**src/rtl/cmp_share_pkg.sv**
```systemverilog
// cmp_share_pkg: shared types, operand width and round-robin pick helper for cmp_share_ctrl
package cmp_share_pkg;
   localparam int OPW = 4;
   typedef enum logic [1:0] {IDLE = 2'd0, CMP = 2'd1, RESP = 2'd2} state_t;
   function automatic logic [2:0] rr_pick(input logic [7:0] v, input logic [2:0] p, input int n);
      logic [2:0] w;
      logic f;
      w = '0;
      f = 1'b0;
      for (int i = 0; i < 8; i++) begin
         int k;
         k = (int'(p) + i) % n;
         if (i < n && !f && v[k]) begin
            w = 3'(k);
            f = 1'b1;
         end
      end
      return w;
   endfunction
endpackage

```
**src/rtl/cmp_share_ctrl_rr_arbiter.sv**
```systemverilog
// rr_arbiter: first valid requester at or after the pointer, wrapping, as one-hot and index
module rr_arbiter
   import cmp_share_pkg::*;
#(
   parameter int N_REQ = 4,
   parameter int ID_W  = 2
) (
   input  logic [N_REQ-1:0] valid,
   input  logic [ID_W-1:0]  ptr,
   input  logic             en,
   output logic [N_REQ-1:0] grant,
   output logic [ID_W-1:0]  idx
);
   // Winner index is always computed; the one-hot grant is gated by enable and any-valid
   always_comb begin
      idx   = ID_W'(rr_pick(8'(valid), 3'(ptr), N_REQ));
      grant = (en && |valid) ? N_REQ'(1) << idx : '0;
   end
endmodule

```
**src/rtl/comparator.sv**
```systemverilog
// comparator: unsigned magnitude compare, A = x>y, B = x<y, S = x==y
module comparator
   import cmp_share_pkg::*;
(
   input  logic [OPW-1:0] x,
   input  logic [OPW-1:0] y,
   output logic           A,
   output logic           B,
   output logic           S
);
   assign A = x > y;
   assign B = x < y;
   assign S = x == y;
endmodule

```
**src/rtl/cmp_share_ctrl.sv**
```systemverilog
// cmp_share_ctrl: time-shares one 4-bit comparator among N_REQ round-robin requesters
module cmp_share_ctrl
   import cmp_share_pkg::*;
#(
   parameter int N_REQ = 4,
   parameter int ID_W  = 2
) (
   input  logic                 clk,
   input  logic                 rst_n,
   input  logic [N_REQ-1:0]     req_valid,
   output logic [N_REQ-1:0]     req_ready,
   input  logic [OPW*N_REQ-1:0] req_a,
   input  logic [OPW*N_REQ-1:0] req_b,
   output logic                 rsp_valid,
   input  logic                 rsp_ready,
   output logic [ID_W-1:0]      rsp_id,
   output logic                 rsp_gt,
   output logic                 rsp_lt,
   output logic                 rsp_eq,
   output logic                 busy
);
   state_t state, nxt;
   logic [ID_W-1:0] ptr, id_q, win;
   logic [OPW-1:0] a_q, b_q;
   logic c_gt, c_lt, c_eq;
   rr_arbiter #(.N_REQ(N_REQ), .ID_W(ID_W)) u_arb (
      .valid(req_valid),
      .ptr  (ptr),
      .en   (state == IDLE && rst_n),
      .grant(req_ready),
      .idx  (win)
   );
   comparator u_cmp (.x(a_q), .y(b_q), .A(c_gt), .B(c_lt), .S(c_eq));
   // Accept in IDLE, spend one cycle comparing, then hold the response until it is taken
   always_comb begin
      nxt  = state;
      busy = state != IDLE;
      nxt  = (state == IDLE) ? (|req_valid ? CMP : IDLE) :
             (state == CMP)  ? RESP : (rsp_ready ? IDLE : RESP);
   end
   // State, operand capture, pointer advance and registered response
   always_ff @(posedge clk) begin
      if (!rst_n) begin
         state     <= IDLE;
         ptr       <= '0;
         id_q      <= '0;
         a_q       <= '0;
         b_q       <= '0;
         rsp_valid <= 1'b0;
         rsp_id    <= '0;
         rsp_gt    <= 1'b0;
         rsp_lt    <= 1'b0;
         rsp_eq    <= 1'b0;
      end else begin
         state <= nxt;
         if (state == IDLE && |req_valid) begin
            a_q  <= req_a[win*OPW +: OPW];
            b_q  <= req_b[win*OPW +: OPW];
            id_q <= win;
            ptr  <= (int'(win) == N_REQ - 1) ? '0 : win + ID_W'(1);
         end
         if (state == CMP) begin
            rsp_valid <= 1'b1;
            rsp_id    <= id_q;
            rsp_gt    <= c_gt;
            rsp_lt    <= c_lt;
            rsp_eq    <= c_eq;
         end
         if (state == RESP && rsp_ready) rsp_valid <= 1'b0;
      end
   end
endmodule

```
**config.mk**
```make
export PLATFORM = sky130hd
export DESIGN_NAME = cmp_share_ctrl
export DESIGN_NICKNAME = d
export VERILOG_FILES = /design/src/rtl/cmp_share_pkg.sv /design/src/rtl/cmp_share_ctrl_rr_arbiter.sv /design/src/rtl/comparator.sv /design/src/rtl/cmp_share_ctrl.sv
export SDC_FILE = /design/constraint.sdc
export NUM_CORES = 1
export LEC_CHECK = 0
export ABC_CLOCK_PERIOD_IN_PS = 3000
export CAP_MARGIN = 40
export CORE_MARGIN = 2
export CORE_UTILIZATION = 42
export DETAILED_ROUTE_END_ITERATION = 8
export GPL_TIMING_DRIVEN = 0
export PLACE_DENSITY = 0.79
export SLEW_MARGIN = 20
export SYNTH_ARGS = -nofsm -noshare
export SYNTH_HDL_FRONTEND = slang
export SYNTH_HIERARCHICAL = 1
export SYNTH_SLANG_ARGS = --single-unit
```
**constraint.sdc**
```tcl
create_clock -name clk -period 3 [get_ports clk]
set_clock_uncertainty 0.1 [all_clocks]
set_input_delay 0.9 -clock clk [delete_from_list [all_inputs] [get_ports clk]]
set_output_delay 0.9 -clock clk [all_outputs]
set_load 0.01 [all_outputs]
```
-- After elaboration in Yosys (flattened, before gate mapping)
Index checks and enable logic that the tools add are counted.
Widths: inputs -> output; s select.
- register bits: 20
- input bits: 39
- output and inout bits: 11
- word-level logic and storage cells: 72
- add/sub/neg operators: 4
- $lt $le $gt $ge: 6
- equality and inequality tests: 4
- shifts and indexed selects: 3
- multiplexer cells: 24
- bitwise logic cells: 4
- reduce and logical (&&, ||, !) cells: 17
- operators with widths (cell ; count):
    $shiftx 16x5->4 ; 2
    $mux 2 ; 8
    $lt 3x5->1 const B ; 3
    $mux 1 ; 11
    $bmux 1 s3 ; 3
    $reduce_or 2->1 ; 4
    $logic_and 1x1->1 ; 7
    $add 2x1->2 const B ; 2
    $add 2x2->2 const B ; 2
    $eq 2x1->1 const B ; 2
    $eq 4x4->1 ; 1
    $gt 4x4->1 ; 1
    $lt 2x4->1 const B ; 1
    $lt 4x4->1 ; 1
    $mux 4 ; 1
    $reduce_or 4->1 ; 1
    $shl 1x2->4 const A ; 1
    $and 1x1->1 const A ; 3
    $logic_not 1->1 ; 3
    $bmux 1 s2 ; 1
    $eq 2x2->1 const B ; 1
    $logic_not 2->1 ; 1
    $reduce_bool 2->1 ; 1
    $not 1->1 ; 1

-- Longest topological paths before layout
- depth in word-level cells: 16
- depth in mapped cells: 7
- mapped depth without buffers: 7

-- By module
The synthesis kept the hierarchy.
- by module, submodules not included (module ; instances ; cells an instance ; area an instance (um2) ; sequential area each (um2)):
    cmp_share_ctrl ; 1 ; 86 ; 932.1 ; 400.4
    rr_arbiter ; 1 ; 19 ; 133.9 ; 0.0
    comparator ; 1 ; 16 ; 128.9 ; 0.0

-- Least setup slack after synthesis
No wires, ideal clock.
- path kind: in2out
- from: in rst_n
- to: out req_ready[1]
- data arrival time: 1.690 ns
- setup slack: 0.310 ns
- cell stages on the path: 6
- path buffers: 1
- cells stage by stage: inv_1 > clkbuf_1 > nor2_1 > o41ai_2 > inv_1 > and3_1
- cells in the longest elaborated chain, start to end: 3
- ends and longest elaborated chain (what ; RTL line ; text):
    start, declared ; cmp_share_ctrl.sv:9 ; input logic rst_n,
    $logic_and 1x1->1 ; cmp_share_ctrl.sv:29 ; .en (state == IDLE && rst_n),
    $logic_and 1x1->1 ; cmp_share_ctrl_rr_arbiter.sv:17 ; grant = (en && |valid) ? N_REQ'(1) << idx : '0;
    $mux 4 ; cmp_share_ctrl_rr_arbiter.sv:17 ;
    end, declared ; cmp_share_ctrl.sv:11 ; output logic [N_REQ-1:0] req_ready,
Every way passes these cells.

-- Worst setup path in the final report
- from: in req_valid[0]
- to: out req_ready[1]
- cells in the longest elaborated chain, start to end: 14
- ends and longest elaborated chain (what ; RTL line ; text):
    start, declared ; cmp_share_ctrl.sv:10 ; input logic [N_REQ-1:0] req_valid,
    $bmux 1 s2 ; cmp_share_pkg.sv:13 ; if (i < n && !f && v[k]) begin
    $mux 1 (not written as such) ; cmp_share_pkg.sv:13 ;
    $mux 1 ; cmp_share_pkg.sv:13 ;
    $logic_not 1->1 ; cmp_share_pkg.sv:13 ;
    $logic_and 1x1->1 ; cmp_share_pkg.sv:13 ;
    $mux 1 ; cmp_share_pkg.sv:13 ;
    $logic_not 1->1 ; cmp_share_pkg.sv:13 ;
    $logic_and 1x1->1 ; cmp_share_pkg.sv:13 ;
    $mux 1 ; cmp_share_pkg.sv:13 ;
    $logic_not 1->1 ; cmp_share_pkg.sv:13 ;
    $logic_and 1x1->1 ; cmp_share_pkg.sv:13 ;
    $mux 2 ; cmp_share_pkg.sv:13 ;
    $shl 1x2->4 ; cmp_share_ctrl_rr_arbiter.sv:17 ;
    $mux 4 (*) ; cmp_share_ctrl_rr_arbiter.sv:17 ;
Every way passes the cells marked *; elsewhere a longest branch is shown, timed or not. The select of a mux whose other input is x is not followed.

==> metrics <==
total wire length 2940 µm; Routed Antenna Nets 0; Cell Rows 19; DP Cell Count 201; Hold WS 0.353 ns; Detailed Place HPWL 2270 µm; final std cells w/o fill 210; Storage cell area 400 µm²; fin worst setup slack 0.0614 ns; Max VDD drop 0.000403 V; Worst-Skew Late Latency 0.31 ns; drt initial violations 16; first-pass GRT wire length 4930 µm; WL/cell 14.0 µm; P_leak 0.000738 µW; Layout area overhead 52.1%; pre-CTS WS -0.790 ns; CTS tree yes; DRC Markers 0; Worst Path Max Fanout 7; CTS max path bufs 2; cts hold-fix bufs 0; setup violators final 0; RSZ-0062 raised after global routing no; max-cap viol count 0; H-tree depth 1; Setup CP Type input pin to primary output; Final Instance Area 1820 µm²; Seq/Total Area, Yosys 0.335; RD Place Congestion 0.736; CP Capture Type primary output; Die Y 57.3 µm; antenna violations before repair 0; crit path DAT 1.94 ns; placed inst area 1720 µm²; Yosys reg bits 20; CTS root buf clkbuf_4; total grt overflow 0; syn_area_per_cell 9.88 µm²; FMAX 340 MHz; startpoint types input pin; via count 1140; Ant. Diodes 0; I/O Buffers 49; Power Density 525 nW/µm²; required time at the worst-slack endpoint 2.00 ns; Initial DRT Pass Iterations 4; Vias/cell 5.43; pin slew with the least headroom to its limit 0.653 ns; minimum clock period 2.94 ns; Synthesis Warnings 6; chip width 57.3 µm; library cells used by synthesis 30; Mapped Cells 121; clk sinks 20; layout cells sized above 1 0.246; Top-Level Pins 50; Die Area 3290 µm²; syn nets 165; filler cell count in the final layout 223; worst hold path type register to register; worst slew margin relative to its limit 0.561; multi-input combinational cell area 761 µm²; pin count of the biggest net entering global routing 13; Initial Utilization 0.437; cts bufs inserted 3; vias in the first global route 1167; period utilization 0.980; Post-Syn Area 1190 µm²; outcome finished clean; Final Max Slew Viols 0; Final #Nets 224; Worst-path clk slew 0.12 ns; GRT Util Overall 0.191; core area 2730 µm²; Final Hold Fails 0
==> critical path, stage by stage <==
cell           delay, ns
buf_4               0.14
o41ai_4             0.36
inv_1               0.08
and3_1              0.18
dlygate4sd2_1       0.28
==> worst paths after layout <==
path,startpoint,end,slack [ns],cells after the start
max,req_valid[0],req_ready[1],0.06,5
min,rsp_valid,rsp_valid,0.35,2
min reg2reg,rsp_valid,rsp_valid,0.35,2
max reg2reg,ptr[1],a_q[0],0.48,9
==> power breakdown <==
group	internal [µW]	total (µW)	leakage, µW	switching [µW]
combinational	224	403	0.000545	179
clock	135	221	0.0000279	85.8
sequential	305	330	0.000165	25.2
==> what timing repair did <==
item                                    in CTS  in global routing
buffers inserted                             6                  0
endpoints found under the setup margin       4                  4
pin swaps                                    5                  3
gates resized for setup                     40                  4
hold endpoints to repair                     0                  0
gates cloned                                 0                  0
==> per-stage QoR <==
step | total power, µW | utilization | setup TNS (ns)
finish | 954 | 0.665 | 0
floorplan | 584 | - | 0
global route | 1010 | 0.665 | 0
CTS | 960 | 0.668 | 0
detailed placement | 715 | 0.631 | -5.35
global placement | 701 | 0.631 | -4.53
==> routing by layer <==
layer,part of all wire,vias to the layer above,global-route usage
li1,-,560,-
met5,0,-,0
met2,0.50,39,0.338
met1,0.44,534,0.231
met3,0.039,7,0.0204
met4,0.024,0,0.0864
==> cell usage in the layout, fill, tap and decap left out <==
cell,synthesis,final
clkdlybuf4s50_1,0,40
dfxtp_1,20,20
nand2_1,12,12
buf_4,0,9
mux4_2,8,8
nor2_1,10,8
o2bb2ai_1,8,8
a21oi_1,9,8
inv_1,8,7
mux2i_1,6,6
o21ai_0,5,5
ha_1,5,5
buf_2,2,4
nand3_1,3,3
and3_1,3,3
clkbuf_4,0,3
nor2_4,1,2
inv_2,2,2
nor3_2,2,2
nand2b_1,2,2
or4_1,2,2
clkbuf_2,0,2
a21oi_2,1,2
inv_4,0,1
buf_1,1,1
nor4_2,1,1
clkbuf_1,2,1
bufinv_16,0,1
clkdlybuf4s15_2,0,1
dlygate4sd2_1,0,1
nor2_2,0,1
nor3_4,1,1
o21a_1,1,1
o22ai_2,1,1
o41ai_4,0,1
nor3_1,1,1
nor2b_4,1,1
o21bai_4,1,1
and2_1,1,1
==> cell families after synthesis <==
kind of cell	count (synthesis)	synth area share
buffers and inverters	15	0.0492
muxes	14	0.201
DFF	20	0.335
and+or+nand+nor	40	0.192
AOI/OAI and AO/OA	27	0.171
adders and majority gates	5	0.0524
==> layout make-up <==
cell class              instances  area share
multi-input cells              86       0.418
clock buffers                   3      0.0124
flip-flops and latches         20       0.220
well taps                      31      0.0213
plain buffers                   4     0.00964
repair buffers                 55       0.279
inverters                      10      0.0220
clock inverters                 1      0.0165
==> Yosys cell counts <==
master,instances,area (µm²)
nor2_4,1,11.3
o22ai_2,1,12.5
nor2b_4,1,13.8
nor3_1,1,5.00
nor3_4,1,16.3
o41ai_2,1,16.3
o21ai_0,5,25.0
nand2_1,12,45.0
a21oi_2,1,8.76
mux4_2,8,180
nand3_1,3,15.0
o21a_1,1,7.51
nor3_2,2,20.0
dfxtp_1,20,400
a21oi_1,9,45.0
and3_1,3,18.8
mux2i_1,6,60.1
nand2b_1,2,12.5
inv_1,8,30.0
buf_1,1,3.75
ha_1,5,62.6
inv_2,2,7.51
o2bb2ai_1,8,70.1
buf_2,2,10.0
nor2_1,10,37.5
clkbuf_1,2,7.51
nor4_2,1,12.5
or4_1,2,15.0
and2_1,1,6.26
o21bai_4,1,18.8
==> flip-flops by register name, indices dropped and copies added, names as in the netlist <==
| register | flops |
|---|---|
| a_q | 4 |
| b_q | 4 |
| id_q | 2 |
| ptr | 2 |
| rsp_id | 2 |
| state | 2 |
| rsp_eq | 1 |
| rsp_gt | 1 |
| rsp_lt | 1 |
| rsp_valid | 1 |
No activity file was read; power rests on OpenSTA's default activity.
